## src/rtl/fetch_pkg.sv

```systemverilog
// Shared constants for the instruction fetch slice.
//   INSTR_BYTES       bytes per instruction word (PC increment)
//   WORD_SHIFT        log2(INSTR_BYTES); low PC bits forced to zero on redirect
//   RESET_PC_DEFAULT  default fetch PC after reset
//   NOP_WORD          value held in cleared queue entries
package fetch_pkg;

  localparam int unsigned INSTR_BYTES      = 4;
  localparam int unsigned WORD_SHIFT       = 2;
  localparam logic [31:0] RESET_PC_DEFAULT = 32'h0000_0000;
  localparam logic [31:0] NOP_WORD         = 32'h0000_0000;

endpackage

```

## src/rtl/instr_fetch_unit_if.sv

```systemverilog
// Bus bundle between the fetch unit, instruction memory, the redirect source and decode.
//   pc_addr      byte address to instruction memory
//   mem_instr    word returned combinationally by memory for pc_addr
//   redirect     flush queue, restart fetch at redirect_pc
//   redirect_pc  new fetch PC (low two bits ignored)
//   instr, pc    head-of-queue word and its byte PC
//   valid        queue non-empty
//   ready        decode accepts the head this cycle
//   count        queue occupancy
// Modport master is the fetch unit; slave is the memory/decode/redirect side.
interface instr_fetch_unit_if #(
  parameter int unsigned ADDR_W = 32,
  parameter int unsigned DATA_W = 32,
  parameter int unsigned DEPTH  = 4
);
  localparam int unsigned CNT_W = $clog2(DEPTH + 1);

  logic [ADDR_W-1:0] pc_addr;
  logic [DATA_W-1:0] mem_instr;
  logic              redirect;
  logic [ADDR_W-1:0] redirect_pc;
  logic [DATA_W-1:0] instr;
  logic [ADDR_W-1:0] pc;
  logic              valid;
  logic              ready;
  logic [CNT_W-1:0]  count;

  modport master (
    output pc_addr,
    input  mem_instr,
    input  redirect,
    input  redirect_pc,
    output instr,
    output pc,
    output valid,
    input  ready,
    output count
  );

  modport slave (
    input  pc_addr,
    output mem_instr,
    output redirect,
    output redirect_pc,
    input  instr,
    input  pc,
    input  valid,
    output ready,
    input  count
  );

endinterface

```

## src/rtl/fetch_queue.sv

```systemverilog
// Circular prefetch buffer of DEPTH {instr, pc} entries.
//   clk_i, rst_i    clock, asynchronous active-low reset
//   push_i          write {push_instr_i, push_pc_i} at tail
//   pop_i           retire head entry (caller guarantees non-empty)
//   flush_i         empty the queue, reset pointers; overrides push/pop
//   instr_o, pc_o   head entry (registered storage, combinational read)
//   valid_o         queue non-empty
//   full_o          occupancy equals DEPTH
//   count_o         occupancy
module fetch_queue
  import fetch_pkg::*;
#(
  parameter int unsigned ADDR_W = 32,
  parameter int unsigned DATA_W = 32,
  parameter int unsigned DEPTH  = 4
) (
  input  logic                       clk_i,
  input  logic                       rst_i,
  input  logic                       push_i,
  input  logic                       pop_i,
  input  logic                       flush_i,
  input  logic [DATA_W-1:0]          push_instr_i,
  input  logic [ADDR_W-1:0]          push_pc_i,
  output logic [DATA_W-1:0]          instr_o,
  output logic [ADDR_W-1:0]          pc_o,
  output logic                       valid_o,
  output logic                       full_o,
  output logic [$clog2(DEPTH+1)-1:0] count_o
);
  localparam int unsigned PTR_W = $clog2(DEPTH);
  localparam int unsigned CNT_W = $clog2(DEPTH + 1);

  logic [DATA_W-1:0] instr_q [DEPTH];
  logic [ADDR_W-1:0] pc_q    [DEPTH];
  logic [PTR_W-1:0]  head_q, head_d, tail_q, tail_d;
  logic [CNT_W-1:0]  count_q, count_d;

  // DEPTH is a power of two, so pointers wrap by natural overflow.
  always_comb begin
    head_d  = head_q;
    tail_d  = tail_q;
    count_d = count_q;
    if (flush_i) begin
      head_d  = '0;
      tail_d  = '0;
      count_d = '0;
    end else begin
      if (push_i) tail_d = tail_q + PTR_W'(1);
      if (pop_i)  head_d = head_q + PTR_W'(1);
      unique case ({push_i, pop_i})
        2'b10:   count_d = count_q + CNT_W'(1);
        2'b01:   count_d = count_q - CNT_W'(1);
        default: count_d = count_q;
      endcase
    end
  end

  always_ff @(posedge clk_i or negedge rst_i) begin
    if (!rst_i) begin
      head_q  <= '0;
      tail_q  <= '0;
      count_q <= '0;
      for (int i = 0; i < int'(DEPTH); i++) begin
        instr_q[i] <= DATA_W'(NOP_WORD);
        pc_q[i]    <= '0;
      end
    end else begin
      head_q  <= head_d;
      tail_q  <= tail_d;
      count_q <= count_d;
      if (push_i && !flush_i) begin
        instr_q[tail_q] <= push_instr_i;
        pc_q[tail_q]    <= push_pc_i;
      end
    end
  end

  assign instr_o = instr_q[head_q];
  assign pc_o    = pc_q[head_q];
  assign valid_o = (count_q != '0);
  assign full_o  = (count_q == CNT_W'(DEPTH));
  assign count_o = count_q;

endmodule

```

## src/rtl/instr_fetch_unit.sv

```systemverilog
// Instruction fetch unit: owns the fetch PC, fetches one word per cycle from a
// combinational instruction memory into a prefetch queue, and hands words to decode
// over valid/ready. A redirect flushes the queue and restarts fetch at the new PC.
//   clk_i      clock
//   rst_i      asynchronous active-low reset
//   fetch_bus  memory, redirect and decode signals (master side)
module instr_fetch_unit
  import fetch_pkg::*;
#(
  parameter int unsigned       ADDR_W   = 32,
  parameter int unsigned       DATA_W   = 32,
  parameter int unsigned       DEPTH    = 4,
  parameter logic [ADDR_W-1:0] RESET_PC = ADDR_W'(RESET_PC_DEFAULT)
) (
  input logic                clk_i,
  input logic                rst_i,
  instr_fetch_unit_if.master fetch_bus
);
  logic              push, pop, full;
  logic [ADDR_W-1:0] pc_q, pc_d;

  // Redirect overrides both sides; a full queue still accepts a word when the head leaves.
  always_comb begin
    pop  = fetch_bus.valid & fetch_bus.ready & ~fetch_bus.redirect;
    push = ~fetch_bus.redirect & (~full | pop);
    pc_d = pc_q;
    if (fetch_bus.redirect) begin
      pc_d = {fetch_bus.redirect_pc[ADDR_W-1:WORD_SHIFT], {WORD_SHIFT{1'b0}}};
    end else if (push) begin
      pc_d = pc_q + ADDR_W'(INSTR_BYTES);
    end
  end

  always_ff @(posedge clk_i or negedge rst_i) begin
    if (!rst_i) pc_q <= RESET_PC;
    else        pc_q <= pc_d;
  end

  assign fetch_bus.pc_addr = pc_q;

  fetch_queue #(
    .ADDR_W (ADDR_W),
    .DATA_W (DATA_W),
    .DEPTH  (DEPTH)
  ) u_queue (
    .clk_i        (clk_i),
    .rst_i        (rst_i),
    .push_i       (push),
    .pop_i        (pop),
    .flush_i      (fetch_bus.redirect),
    .push_instr_i (fetch_bus.mem_instr),
    .push_pc_i    (pc_q),
    .instr_o      (fetch_bus.instr),
    .pc_o         (fetch_bus.pc),
    .valid_o      (fetch_bus.valid),
    .full_o       (full),
    .count_o      (fetch_bus.count)
  );

endmodule

```

## src/flat_wrapper.sv

```systemverilog
// flat-port wrapper written by rule: the top's interface ports become plain ports
module instr_fetch_unit_flat import fetch_pkg::*;
#(
  parameter int unsigned       ADDR_W   = 32,
  parameter int unsigned       DATA_W   = 32,
  parameter int unsigned       DEPTH    = 4,
  parameter logic [ADDR_W-1:0] RESET_PC = ADDR_W'(RESET_PC_DEFAULT)
)
  (clk_i, rst_i, fetch_bus_pc_addr, fetch_bus_mem_instr, fetch_bus_redirect, fetch_bus_redirect_pc, fetch_bus_instr, fetch_bus_pc, fetch_bus_valid, fetch_bus_ready, fetch_bus_count);
  instr_fetch_unit_if #(.ADDR_W(ADDR_W), .DATA_W(DATA_W), .DEPTH(DEPTH)) fetch_bus_i ();
  input logic clk_i;
  input logic rst_i;
  output wire logic [$bits(fetch_bus_i.pc_addr)-1:0] fetch_bus_pc_addr;
  input wire logic [$bits(fetch_bus_i.mem_instr)-1:0] fetch_bus_mem_instr;
  input wire logic [$bits(fetch_bus_i.redirect)-1:0] fetch_bus_redirect;
  input wire logic [$bits(fetch_bus_i.redirect_pc)-1:0] fetch_bus_redirect_pc;
  output wire logic [$bits(fetch_bus_i.instr)-1:0] fetch_bus_instr;
  output wire logic [$bits(fetch_bus_i.pc)-1:0] fetch_bus_pc;
  output wire logic [$bits(fetch_bus_i.valid)-1:0] fetch_bus_valid;
  input wire logic [$bits(fetch_bus_i.ready)-1:0] fetch_bus_ready;
  output wire logic [$bits(fetch_bus_i.count)-1:0] fetch_bus_count;
  assign fetch_bus_pc_addr = fetch_bus_i.pc_addr;
  assign fetch_bus_i.mem_instr = fetch_bus_mem_instr;
  assign fetch_bus_i.redirect = fetch_bus_redirect;
  assign fetch_bus_i.redirect_pc = fetch_bus_redirect_pc;
  assign fetch_bus_instr = fetch_bus_i.instr;
  assign fetch_bus_pc = fetch_bus_i.pc;
  assign fetch_bus_valid = fetch_bus_i.valid;
  assign fetch_bus_i.ready = fetch_bus_ready;
  assign fetch_bus_count = fetch_bus_i.count;
  instr_fetch_unit #(.ADDR_W(ADDR_W), .DATA_W(DATA_W), .DEPTH(DEPTH), .RESET_PC(RESET_PC)) u_core (.clk_i(clk_i), .rst_i(rst_i), .fetch_bus(fetch_bus_i));
endmodule
```

## config.mk

```make
export PLATFORM = sky130hd
export DESIGN_NAME = instr_fetch_unit_flat
export DESIGN_NICKNAME = d
export VERILOG_FILES = /design/src/rtl/fetch_pkg.sv /design/src/rtl/instr_fetch_unit_if.sv /design/src/rtl/fetch_queue.sv /design/src/rtl/instr_fetch_unit.sv /design/src/flat_wrapper.sv
export SDC_FILE = /design/constraint.sdc
export NUM_CORES = 1
export LEC_CHECK = 0
export ABC_AREA = 1
export BUFFER_PORTS_ARGS = -buffer_cell sky130_fd_sc_hd__buf_2
export CELL_PAD_IN_SITES_DETAIL_PLACEMENT = 1
export CELL_PAD_IN_SITES_GLOBAL_PLACEMENT = 1
export CORE_UTILIZATION = 47
export CTS_BUF_LIST = sky130_fd_sc_hd__clkbuf_16
export DETAILED_ROUTE_END_ITERATION = 8
export HOLD_SLACK_MARGIN = 0.03
export PLACE_DENSITY_LB_ADDON = 0.25
export SKIP_LAST_GASP = 1
export SYNTH_ARGS = -nofsm -noshare
export SYNTH_HDL_FRONTEND = slang
export SYNTH_HIERARCHICAL = 1
export SYNTH_SLANG_ARGS = --single-unit
```

## constraint.sdc

```tcl
create_clock -name clk_i -period 5.12 [get_ports clk_i]
set_input_delay 0.768 -clock clk_i [delete_from_list [all_inputs] [get_ports clk_i]]
set_output_delay 0.768 -clock clk_i [all_outputs]
set_load 0.05 [all_outputs]
```

# --- Yosys cells after proc, flatten, opt, wreduce, memory -nomap -nowiden ---
# Index checks and enable logic that the tools add are counted.
# W data, S select, Z words.
word_totals:
  reg_bits: 295
  latchBits: 0
  ram_bits: 0
  mem_bits_ro: 0
  in_bits: 68
  out_inout_bits: 100
  mem_count: 0
op_classes:
  n_addsub: 5
  n_mul: 0
  n_div: 0
  n_lt_le_gt_ge: 3
  n_eq_ne: 3
  shift: 0
  mux: 18
  bitwise_logic: 8
  n_reduce_logical: 7
ops:
  columns: ["op", "count"]
  rows:
  - ["$bwmux W128", 2]
  - ["$mux W32", 7]
  - ["$bmux W32 S2", 2]
  - ["$demux W32 S2", 1]
  - ["$add A32 B3 Y32 const B", 1]
  - ["$mux W2", 4]
  - ["$ge A3 B3 Y1 const B", 2]
  - ["$not A2 Y3", 2]
  - ["$pmux W3 S2", 1]
  - ["$reduce_bool A3 Y1", 2]
  - ["$add A2 B1 Y2 const B", 2]
  - ["$reduce_bool A2 Y1", 2]
  - ["$add A3 B1 Y3 const B", 1]
  - ["$and A1 B1 Y1", 3]
  - ["$eq A3 B3 Y1 const B", 1]
  - ["$lt A3 B1 Y1 const B", 1]
  - ["$mux W3", 1]
  - ["$sub A3 B1 Y3 const B", 1]
  - ["$eq A2 B1 Y1 const B", 1]
  - ["$eq A2 B2 Y1 const B", 1]
  - ["$logic_and A1 B1 Y1", 2]
  - ["$not A1 Y1", 2]
  - ["$logic_not A1 Y1", 1]
  - ["$or A1 B1 Y1", 1]

# --- Longest topological paths before layout ---
depth:
  ltp_word: 8
  mapped_depth: 16
  mapped_depth_nobuf: 15

# --- Modules after synthesis ---
# Netlist, hierarchy kept.
modules_own_cells:
  columns: ["mod", "instances", "cells_each", "area_each_um2", "seq_area_each_um2"]
  rows:
  - ["fetch_queue", 1, 1310, 11317.1, 6581.3]
  - ["instr_fetch_unit", 1, 363, 2317.2, 750.7]

# --- Least setup slack after synthesis ---
# No wires, ideal clock.
synth_timing:
  path_kind: "register to register"
  startpoint: "register u_core.u_queue.count_q[0], in the netlist u_core/u_queue/count_o[0]"
  endpoint: "register u_core.u_queue.count_q[2], in the netlist u_core/u_queue/count_o[2]"
  setup_time_ns: 0.119
  arrival_time_ns: 2.666
  required_time_ns: 5.001
  path_slack_ns: 2.336
  stages_incl_launch_ff: 16
  period_less_slack_ns: 2.784
  path_cell_list: "dfrtp_1 > nor2_1 > nand2_1 > nand2_1 > nor2_2 > o21ai_2 > inv_4 > clkbuf_8 > nor2_1 > fa_1 > inv_1 > nand2_1 > nand3_1 > nand2_1 > nand2_1 > nand2_1"
synth_between:
  elab_chain_cells: 8
  word_cells_on_any_way: 14
synth_rtl:
  columns: ["item", "line", "text"]
  rows:
  - ["from (decl)", "fetch_queue.sv:36", "logic [CNT_W-1:0] count_q, count_d;"]
  - ["from (signal assigned)", "fetch_queue.sv:70", "count_q <= count_d;"]
  - ["$reduce_bool A3 Y1 (*)", "fetch_queue.sv:80", "assign valid_o = (count_q != '0);"]
  - ["named net fetch_bus_valid", "flat_wrapper.sv:19", "output wire logic [$bits(fetch_bus_i.valid)-1:0] fetch_bus_valid;"]
  - ["$and A1 B1 Y1 (*) (2 in a row)", "instr_fetch_unit.sv:24", "pop = fetch_bus.valid & fetch_bus.ready & ~fetch_bus.redirect;"]
  - ["named net u_core.pop", "instr_fetch_unit.sv:19", "logic push, pop, full;"]
  - ["$or A1 B1 Y1 (*)", "instr_fetch_unit.sv:25", "push = ~fetch_bus.redirect & (~full | pop);"]
  - ["$and A1 B1 Y1 (*)", "instr_fetch_unit.sv:25", null]
  - ["named net u_core.push", "instr_fetch_unit.sv:19", null]
  - ["$eq A2 B1 Y1 or $eq A2 B2 Y1 (tied branches)", "fetch_queue.sv:50", "unique case ({push_i, pop_i})"]
  - ["$pmux W3 S2", "fetch_queue.sv:50", null]
  - ["$mux W3", "fetch_queue.sv:43", "if (flush_i) begin"]
# The timed path passes the listed nets; every way through them passes the cells marked *.
# A chain may end at the register's enable or synchronous reset.

# --- Worst setup path in the final report ---
layout_timing:
  startpoint: "register u_core.u_queue.head_q[0]"
  endpoint: "output port fetch_bus_pc[7]"
layout_between:
  elab_chain_cells: 4
layout_rtl:
  columns: ["item", "line", "text"]
  rows:
  - ["from (decl)", "fetch_queue.sv:35", "logic [PTR_W-1:0] head_q, head_d, tail_q, tail_d;"]
  - ["from (signal assigned)", "fetch_queue.sv:60", "head_q <= '0;"]
  - ["from (signal assigned)", "fetch_queue.sv:68", "head_q <= head_d;"]
  - ["$not A2 Y3 (not written as such)", "fetch_queue.sv:79", "assign pc_o = pc_q[head_q];"]
  - ["$bmux W32 S2", "fetch_queue.sv:79", null]
  - ["$mux W32 (not written as such) (2 in a row)", "fetch_queue.sv:79", null]
  - ["to (decl)", "flat_wrapper.sv:18", "output wire logic [$bits(fetch_bus_i.pc)-1:0] fetch_bus_pc;"]
# Every way passes these cells. The select of a mux whose other input is x is not followed.

==> reports/results.txt <==
Status: complete, no violations
Grt ovf: 0
Number of enable flip-flop cells after synthesis: 0
Largest net degree at the start of global routing: 127
CP arrival: 3.06 ns
Most instantiated cells after synthesis: 405 x o21ai_0, 402 x nand2_1, 293 x dfrtp_1
Clk_lat worst skew: 0.51 ns
Synth Area in Simple Gates: 18.9%
Compound-Gate Fraction of Synth Area: 19.1%
Worst reg2reg setup slack: 2.03 ns
Main area contributors after synthesis: dfrtp_1 54%, o21ai_0 15%, nand2_1 11%
Worst-margin pin slew: 1.02 ns
Critical Path Fanout Max: 89
Reg2reg start: u_core/u_queue/count_o[0]
Effective utilization at floorplan: 48.4%
Area Growth Syn to Fin: 15.3%
Row count: 61
Instance count on the critical path: 4
DRT Pass-1 Iters: 5
Hold_ws: 0.373 ns
Number of global-route vias before repair: 12,700
Post-CTS sizing: 0
CTS tree: done
Cell taking the most area after synthesis: dfrtp_1
# IOs: 168
Pint: 0.00519 W
Maxcap violations: 0
Min-delay worst type: input port to asynchronous set/reset pin
Root Buffer: clkbuf_16
CTS clock-pin slew for the worst setup and hold paths: 0.06 ns
Cts bufs inserted: 35
Max incr delay on CP: 0.84 ns
Initial antenna violation count: 0
Clock share of power: 26.7%
Final setup TNS: 0 ns
Worst Setup SP: u_core/u_queue/head_q[0]
Setup CP Type: flip-flop to output pin
Combinational power share: 31.3%
PwrDens: 550 nW/µm²
Vias per inst: 5.55
Max Slew Vio Count: 0
Post-synthesis mux area share: 0%
Area share of fa/ha/maj cells after synthesis: 0.606%
Clk_skew: 0.0178 ns
Most instantiated library cell after synthesis: o21ai_0
Width of the chip: 172 µm
Syn_area_per_cell: 8.15 µm²
Inserted Diodes: 0
Crit. End Element: output pin
Layout cells sized above 1: 14.0%
Sequential share of power: 42.0%
ANT nets after route: 0
CTS hold repair buffers: 0
Async SR Flop Fraction: 100%
Hold Fails Final Rpt: 0
Post-synthesis xor/xnor area fraction: 0.257%
Critical path's slowest cell: buf_4
Buffers on Ports: 163
Count of cell types in the netlist: 38
Routed wire length: 40.3 mm
Max-slew headroom: 31.9%
Switch share: 40.0%
Iter 0 DRT Violations: 855
Fin crit period: 3.83 ns
HPWL Detailed: 24.2 mm
Synth Instances: 1,673
Residual DRC: 0
Sequential-to-total area share from yosys stat: 53.8%
CORE AREA: 28,200 µm²
Clock sinks: 293
Vias: 12,100
Drt wl/cell: 18.4 µm
CP delay by family, top: buffers and inverters
Largest family of logic cells by synthesized area: compound AO/OA/AOI/OAI gates
Critical-path cell list: buf_4 -> o21ai_0 -> o22ai_1 -> buf_2
Seq cells post-synth: 293
Postcts setup bufs: 0
Period utilization: 74.8%
Max Fclk: 261 MHz
RD Place Congestion: 0.855
Die H: 172 µm
Worst VDD drop: 0.294 mV
Primary FF master, synth: dfrtp_1
CTS H-Tree Depth: 2
Share of the synthesized area in the top cell type: 53.8%
Worst path bufs/invs: 2
Yosys warns: 6
Critical path destination: fetch_bus_pc[7]
RSZ-0062 raised after global routing: false
CTS max path bufs: 3
Worst Path Required: 4.35 ns
Sw Pwr: 0.00345 W
Reg2reg path depth: 12
First-pass GRT wire length: 65.5 mm
GRT Overall Usage: 28.0%
# setup viols final: 0
Cell Area, Synth: 13,600 µm²
LEAKAGE: 7.90 nW
Final nets: 1,859
Critical Path Source Type: flip-flop
Die Area: 29,700 µm²
R2R Path End: u_core/u_queue/instr_q[0]
[power by group through the flow]
| stage | registers [W] | logic, W | clock network, W |
|---|---|---|---|
| global route | 0.00373 | 0.00299 | 0.00244 |
| floorplan | 0.00362 | 0.00191 | 0 |
| finish | 0.00363 | 0.00270 | 0.00231 |
| global placement | 0.00359 | 0.00259 | 0 |
| detailed placement | 0.00364 | 0.00269 | 0 |
| CTS | 0.00362 | 0.00272 | 0.00236 |
[flip-flops by register name (all words and copies together), names as in the netlist]
signal and cells:
u_core/fetch_bus.pc_addr 30, u_core/u_queue/count_o 3, u_core/u_queue/head_q 2, u_core/u_queue/instr_q 128
u_core/u_queue/pc_q 128, u_core/u_queue/tail_q 2
[metrics by stage]
stage	instances	util, %	worst slack [ns]	power, W	area [µm²]
6_report	2187	55.8	1.29	0.00864	15700
5_1_grt	2187	55.8	1.11	0.00916	15700
4_1_cts	2187	55.8	1.28	0.00870	15700
3_5_place_dp	2126	52.1	1.40	0.00633	14700
3_3_place_gp	2126	52.1	1.43	0.00618	14700
2_1_floorplan	1676	-	2.34	0.00553	13600
[worst min path at each step]
stage	cells past startpoint	slack (ns)	end	start
after global routing	1	0.45	u_core/u_queue/instr_q[25]	rst_i
after CTS	1	0.43	u_core/u_queue/instr_q[22]	rst_i
after global placement	2	0.46	u_core/u_queue/pc_q[38]	u_core/u_queue/pc_q[38]
after detailed placement	2	0.47	u_core/u_queue/pc_q[88]	u_core/u_queue/pc_q[88]
after floorplan	2	0.45	u_core/u_queue/instr_q[32]	u_core/u_queue/instr_q[32]
final	1	0.37	u_core/u_queue/instr_q[25]	rst_i
[cell families (layout without fill, tap and decap cells)]
logic type	count (synthesis)	in the layout
and+or+nand+nor	636	636
AOI/OAI and AO/OA	495	495
DFF	293	293
buffers and inverters	238	371
adders and majority gates	6	6
xor gates and xnor gates	4	4
other	1	4
[worst reg2reg max path, cell delays in order, from the launching register on]
cell     delay, ns
dfrtp_1       0.45
nor2_1        0.13
nand2_1       0.07
nand2_1       0.08
nor2_2        0.07
o21ai_2       0.51
inv_4         0.23
inv_1         0.19
nor2_4        0.10
nand2_4       0.58
buf_12        0.36
nand2_1       0.09
o21ai_0       0.12
[area by class of cell]
class,instances,area (µm²)
clock buffer,37,926
clock inverter,24,126
fill,3471,12400
inverter,131,497
multi-input combinational,1145,5340
sequential,293,7340
tap,378,473
timing repair buffer,179,1020
[cells in the final DEF, fill, tap and decap left out, types with 5 or more instances in the layout]
cell / Yosys / routed
nor2_2: 5 / 5
nand4_1: 7 / 7
buf_12: 0 / 6
nand2_4: 1 / 5
o21ai_0: 405 / 405
nand3_1: 40 / 40
o211ai_1: 8 / 8
dfrtp_1: 293 / 291
clkbuf_16: 0 / 37
o22ai_1: 64 / 64
buf_2: 52 / 162
nand2_1: 402 / 398
nor2_1: 163 / 163
buf_4: 2 / 10
clkinv_1: 0 / 10
inv_1: 126 / 133
ha_1: 5 / 5
[metal layers]
layer / up-vias / track usage, % / wire length [µm]
li1: 5701 / - / -
met1: 6050 / 36.0 / 17700
met2: 311 / 48.4 / 19700
met3: 65 / 4.46 / 2020
met4: 0 / 8.81 / 954
met5: - / 0 / 0
Note: power is estimated with default switching activity, not from simulation.
